<file path="src/rtl/seq_gen_pkg.sv">
// Shared state encoding for the seq_gen serial frame generator.
package seq_gen_pkg;

    typedef enum logic [1:0] {
        IDLE = 2'd0,
        SEND = 2'd1,
        PAR  = 2'd2,
        DONE = 2'd3
    } state_t;

endpackage

</file>
<file path="src/rtl/seq_gen_combi.sv">
// Next-state, datapath-update and output decode for seq_gen.
// SEQ_GEN_PARITY_EN adds the even-parity PAR state after the data bits.
module seq_gen_combi
    import seq_gen_pkg::*;
#(
    parameter int unsigned PAT_W     = 4,
    parameter int unsigned MSB_FIRST = 1,
    parameter int unsigned CNT_W     = $clog2(PAT_W + 1)
) (
    input  logic [1:0]       state_i,
    input  logic [PAT_W-1:0] shift_i,
    input  logic [CNT_W-1:0] cnt_i,
`ifdef SEQ_GEN_PARITY_EN
    input  logic             par_i,
    output logic             par_o,
`endif
    input  logic             start_i,
    input  logic [PAT_W-1:0] pattern_i,
    output logic [1:0]       state_o,
    output logic [PAT_W-1:0] shift_o,
    output logic [CNT_W-1:0] cnt_o,
    output logic             out_o,
    output logic             busy_o,
    output logic             done_o
);

    localparam logic [CNT_W-1:0] LAST_CNT = CNT_W'(PAT_W - 1);

    state_t cur_st;
    state_t nxt_st;
    logic   head;

    assign cur_st  = state_t'(state_i);
    assign state_o = nxt_st;

    always_comb begin : next_state
        nxt_st  = cur_st;
        shift_o = shift_i;
        cnt_o   = cnt_i;
`ifdef SEQ_GEN_PARITY_EN
        par_o   = par_i;
`endif
        case (cur_st)
            IDLE: begin
                if (start_i) begin
                    nxt_st  = SEND;
                    shift_o = pattern_i;
                    cnt_o   = '0;
`ifdef SEQ_GEN_PARITY_EN
                    par_o   = ^pattern_i;
`endif
                end
            end
            SEND: begin
                shift_o = (MSB_FIRST != 0) ? {shift_i[PAT_W-2:0], 1'b0}
                                           : {1'b0, shift_i[PAT_W-1:1]};
                cnt_o   = cnt_i + CNT_W'(1);
                if (cnt_i == LAST_CNT) begin
`ifdef SEQ_GEN_PARITY_EN
                    nxt_st = PAR;
`else
                    nxt_st = DONE;
`endif
                end
            end
            PAR: begin
`ifdef SEQ_GEN_PARITY_EN
                nxt_st = DONE;
`else
                nxt_st = IDLE;
`endif
            end
            DONE: nxt_st = IDLE;
        endcase
    end

    // Outputs decoded from the values the registers will hold after this edge.
    always_comb begin : output_decode
        out_o  = 1'b0;
        busy_o = 1'b0;
        done_o = 1'b0;
        head   = (MSB_FIRST != 0) ? shift_o[PAT_W-1] : shift_o[0];
        case (nxt_st)
            SEND: begin
                out_o  = head;
                busy_o = 1'b1;
            end
            PAR: begin
`ifdef SEQ_GEN_PARITY_EN
                out_o  = par_o;
`endif
                busy_o = 1'b1;
            end
            DONE: begin
                busy_o = 1'b1;
                done_o = 1'b1;
            end
            default: ;
        endcase
    end

endmodule

</file>
<file path="src/rtl/seq_gen.sv">
// Serial frame generator: shifts a captured pattern out one bit per cycle.
// Define SEQ_GEN_PARITY_EN to append an even-parity bit to every frame.
module seq_gen
    import seq_gen_pkg::*;
#(
    parameter int unsigned PAT_W     = 4,
    parameter int unsigned MSB_FIRST = 1
) (
    input  logic             clk,
    input  logic             rst,
    input  logic             start,
    input  logic [PAT_W-1:0] pattern,
    output logic             out,
    output logic             busy,
    output logic             done
);

    localparam int unsigned CNT_W = $clog2(PAT_W + 1);

    state_t           state_q;
    logic [1:0]       state_d;
    logic [PAT_W-1:0] shift_q, shift_d;
    logic [CNT_W-1:0] cnt_q, cnt_d;
    logic             out_d, busy_d, done_d;
`ifdef SEQ_GEN_PARITY_EN
    logic             par_q, par_d;
`endif

    seq_gen_combi #(
        .PAT_W     (PAT_W),
        .MSB_FIRST (MSB_FIRST),
        .CNT_W     (CNT_W)
    ) u_combi (
        .state_i   (state_q),
        .shift_i   (shift_q),
        .cnt_i     (cnt_q),
`ifdef SEQ_GEN_PARITY_EN
        .par_i     (par_q),
        .par_o     (par_d),
`endif
        .start_i   (start),
        .pattern_i (pattern),
        .state_o   (state_d),
        .shift_o   (shift_d),
        .cnt_o     (cnt_d),
        .out_o     (out_d),
        .busy_o    (busy_d),
        .done_o    (done_d)
    );

    // All state and outputs clear immediately on reset, aborting any frame.
    always_ff @(posedge clk or posedge rst) begin
        if (rst) begin
            state_q <= IDLE;
            shift_q <= '0;
            cnt_q   <= '0;
            out     <= 1'b0;
            busy    <= 1'b0;
            done    <= 1'b0;
`ifdef SEQ_GEN_PARITY_EN
            par_q   <= 1'b0;
`endif
        end else begin
            state_q <= state_t'(state_d);
            shift_q <= shift_d;
            cnt_q   <= cnt_d;
            out     <= out_d;
            busy    <= busy_d;
            done    <= done_d;
`ifdef SEQ_GEN_PARITY_EN
            par_q   <= par_d;
`endif
        end
    end

endmodule
</file>
<file path="config.mk">
export PLATFORM = sky130hd
export DESIGN_NAME = seq_gen
export DESIGN_NICKNAME = d
export VERILOG_FILES = /design/src/rtl/seq_gen_pkg.sv /design/src/rtl/seq_gen_combi.sv /design/src/rtl/seq_gen.sv
export SDC_FILE = /design/constraint.sdc
export NUM_CORES = 1
export LEC_CHECK = 0
export ABC_AREA = 1
export BUFFER_PORTS_ARGS = -buffer_cell sky130_fd_sc_hd__buf_2
export CAP_MARGIN = 10
export CORE_MARGIN = 2
export CORE_UTILIZATION = 25
export CTS_CLUSTER_SIZE = 10
export DETAILED_ROUTE_END_ITERATION = 12
export GPL_ROUTABILITY_DRIVEN = 0
export SYNTH_ARGS = -nofsm -noshare
export SYNTH_HDL_FRONTEND = slang
export SYNTH_SLANG_ARGS = --single-unit
export TNS_END_PERCENT = 5
</file>
<file path="constraint.sdc">
create_clock -name clk -period 3.06 [get_ports clk]
set_input_delay 0.306 -clock clk [delete_from_list [all_inputs] [get_ports clk]]
set_output_delay 0.306 -clock clk [all_outputs]
set_load 0.02 [all_outputs]
</file>
==> flow_summary_export.csv <==
group,metric,value,unit
status,status,"completed",
logic_synthesis,synth-edff-count,0,
clock_tree,h-tree-depth,1,
logic_synthesis,ys_ff_latch,11,
logic_synthesis,yosysTopAreaCell,"dfrtp_1",
critical_path,worstReg2RegEnd,"out",
floorplanning,dieArea,2240,um2
floorplanning,io_pins,10,
logic_synthesis,ys_types,13,
timing,skew,0.00341,ns
grt,grt_overflow_total,0,
timing,worst_slack,1.95,ns
clock_tree,clkLatencyLatePin,0.26,ns
timing,slew_headroom,0.729,
placed_design,dp_cells,82,
logic_synthesis,syn_area,469,um2
clock_tree,cts_tree,"built",
layout,postLayoutCoreUtil,0.328,
timing,drv_slew,0,
timing,tightestPinTransition,0.407,ns
grt,antenna_found_initial,0,
clock_tree,postCtsSetupBuffers,0,
clock_tree,cts.sinks,11,
timing,report.final.hold_viol_count,0,
timing,setup_viol,0,
floorplanning,die_w,47.3,um
critical_path,endpoint_kind,"flop",
grt,grt_max_degree,12,
floorplanning,rows,15,
pwr,power.density,1020,nW/um2
floorplanning,die_y,47.3,um
logic_synthesis,yosysMostFrequentCell,"nand2_1",
pwr,power,0.583,mW
layout,fin_cells,86,
grt,grt_pass1_wl,1.26,mm
critical_path,crit_path_max_fanout,3,
critical_path,r2r_start,"cnt_q[0]",
clock_tree,root_buffer,"clkbuf_4",
placed_design,placed_area,546,um2
layout,insertedDiodeCount,0,
clock_tree,hold_buffers,0,
logic_synthesis,synth_nets,57,
grt,grt_pass1_vias,296,
clock_tree,clk_path_buf_depth,2,
placed_design,io_buffers,9,
critical_path,critical_path_class,"flop to flop",
timing,timing.final.crit_period,1.11,ns
timing,rsz0062_at_grt,"false",
routing,ant_nets,0,
routing,post_drt_wl_per_cell,9.19,um
layout,final_cell_area,572,um2
routing,vias,335,
critical_path,rrSetupSlack,1.95,ns
routing,drcViolationCount,0,
critical_path,startpoint_type,"flop",
logic_synthesis,syn_inst,48,
grt,track_usage,0.0854,
pwr,p_leak,0.312,nW
timing,fin_crit_sh,0.361,
floorplanning,start_util,0.269,
floorplanning,coreArea,1750,um2
logic_synthesis,postSynthAreaPerCell,9.78,um2
job,drv_cap,0,
routing,wirelength,790,um
layout,layout.nets,71,
logic_synthesis,synth-main-ff-cell,"dfrtp_1",
critical_path,crit_arrival,1.30,ns
timing,fin_hold_ws,0.0142,ns
critical_path,cp_data_required_time,3.26,ns
logic_synthesis,synth_top_area_share,0.587,
routing,drt_pass1_iterations,3,
routing,vias_per_cell,3.90,
logic_synthesis,synth.area.top_cells,"dfrtp_1, nand2_1, nand3_1, ha_1, nand2_2",
clock_tree,cts_resized,0,
timing,fmaxAchievable,0.905,GHz
clock_tree,cts_buffers,3,
layout,post_route_cells_drive_above_1_share,0.328,
timing,fin_tns_setup,0,ns
pwr,peakVddDrop,0.265,mV
placed_design,pre_cts_slack,1.96,ns
worst_hold_path,hp-class,"primary input to async pin",
clock_tree,clk_pin_slew,0.07,ns
logic_synthesis,ys_warn_count,0,
routing,drtIter0Drc,2,
logic_synthesis,ys_seq_area_frac,0.587,
logic_synthesis,synthArstFlopShare,1.00,
logic_synthesis,synth_commonest_cells,"nand2_1, dfrtp_1, nand3_1, inv_1, nand2_2",
layout,area_growth,21.9,%
critical_path,ff2ff_path_depth,5,
==> area by class of cell <==
class,instances,area [um2]
clock buffers,4,26.3
fillers,185,1170
inverters,6,22.5
multi-input cells,31,171
flip-flops and latches,11,275
well taps,25,31.3
repair buffers,9,45.0
==> report_power, final <==
group / switching (mW) / internal (mW)
clock: 0.0459 / 0.0504
combinational: 0.153 / 0.0884
sequential: 0.0382 / 0.207
total: 0.237 / 0.346
==> cell families (layout without fill, tap and decap cells) <==
group                    after synthesis  in the layout  share of synthesized area
flip-flops                            11             11                      0.587
buffers and inverters                  6             19                     0.0480
AND/OR/NAND/NOR                       25             25                      0.251
adder cells (fa/ha/maj)                2              2                     0.0533
AO/OA/AOI/OAI                          4              4                     0.0613
==> sequential cells by signal (all words and copies together), names as in the netlist <==
| register | flops |
|---|---|
| cnt_q | 3 |
| shift_q | 3 |
| state_q | 2 |
| busy | 1 |
| done | 1 |
| out | 1 |
==> critical path, stage by stage, from the launching register on <==
cell,delay [ns]
dfrtp_1,0.39
ha_1,0.20
ha_1,0.17
nand3_1,0.11
nand2_1,0.08
a21oi_2,0.09
==> cells in the final DEF, fill, tap and decap left out <==
master and n:
o21ai_2 1, dfrtp_1 11, buf_2 9, inv_1 4, a21oi_2 1, ha_1 2, clkbuf_4 3, a21oi_1 1
nor2_1 2, o22ai_1 1, nand2_2 3, clkbuf_1 1, nor2_4 1, nand3_1 7, inv_2 2, nand2_1 12
==> worst max-delay path by stage <==
stage             start        to
2_1_floorplan  cnt_q[0]       out
3_3_place_gp   cnt_q[0]  cnt_q[2]
3_5_place_dp   cnt_q[0]       out
4_1_cts        cnt_q[0]  cnt_q[2]
5_1_grt        cnt_q[0]       out
6_report       cnt_q[0]       out
==> per-layer routing <==
metal | routed length (um) | global-route usage
met5 | 0 | 0
met4 | 11 | 0.0333
met3 | 41 | 0.0462
met2 | 364 | 0.138
met1 | 373 | 0.0937
No activity file was read; power rests on OpenSTA's default activity.
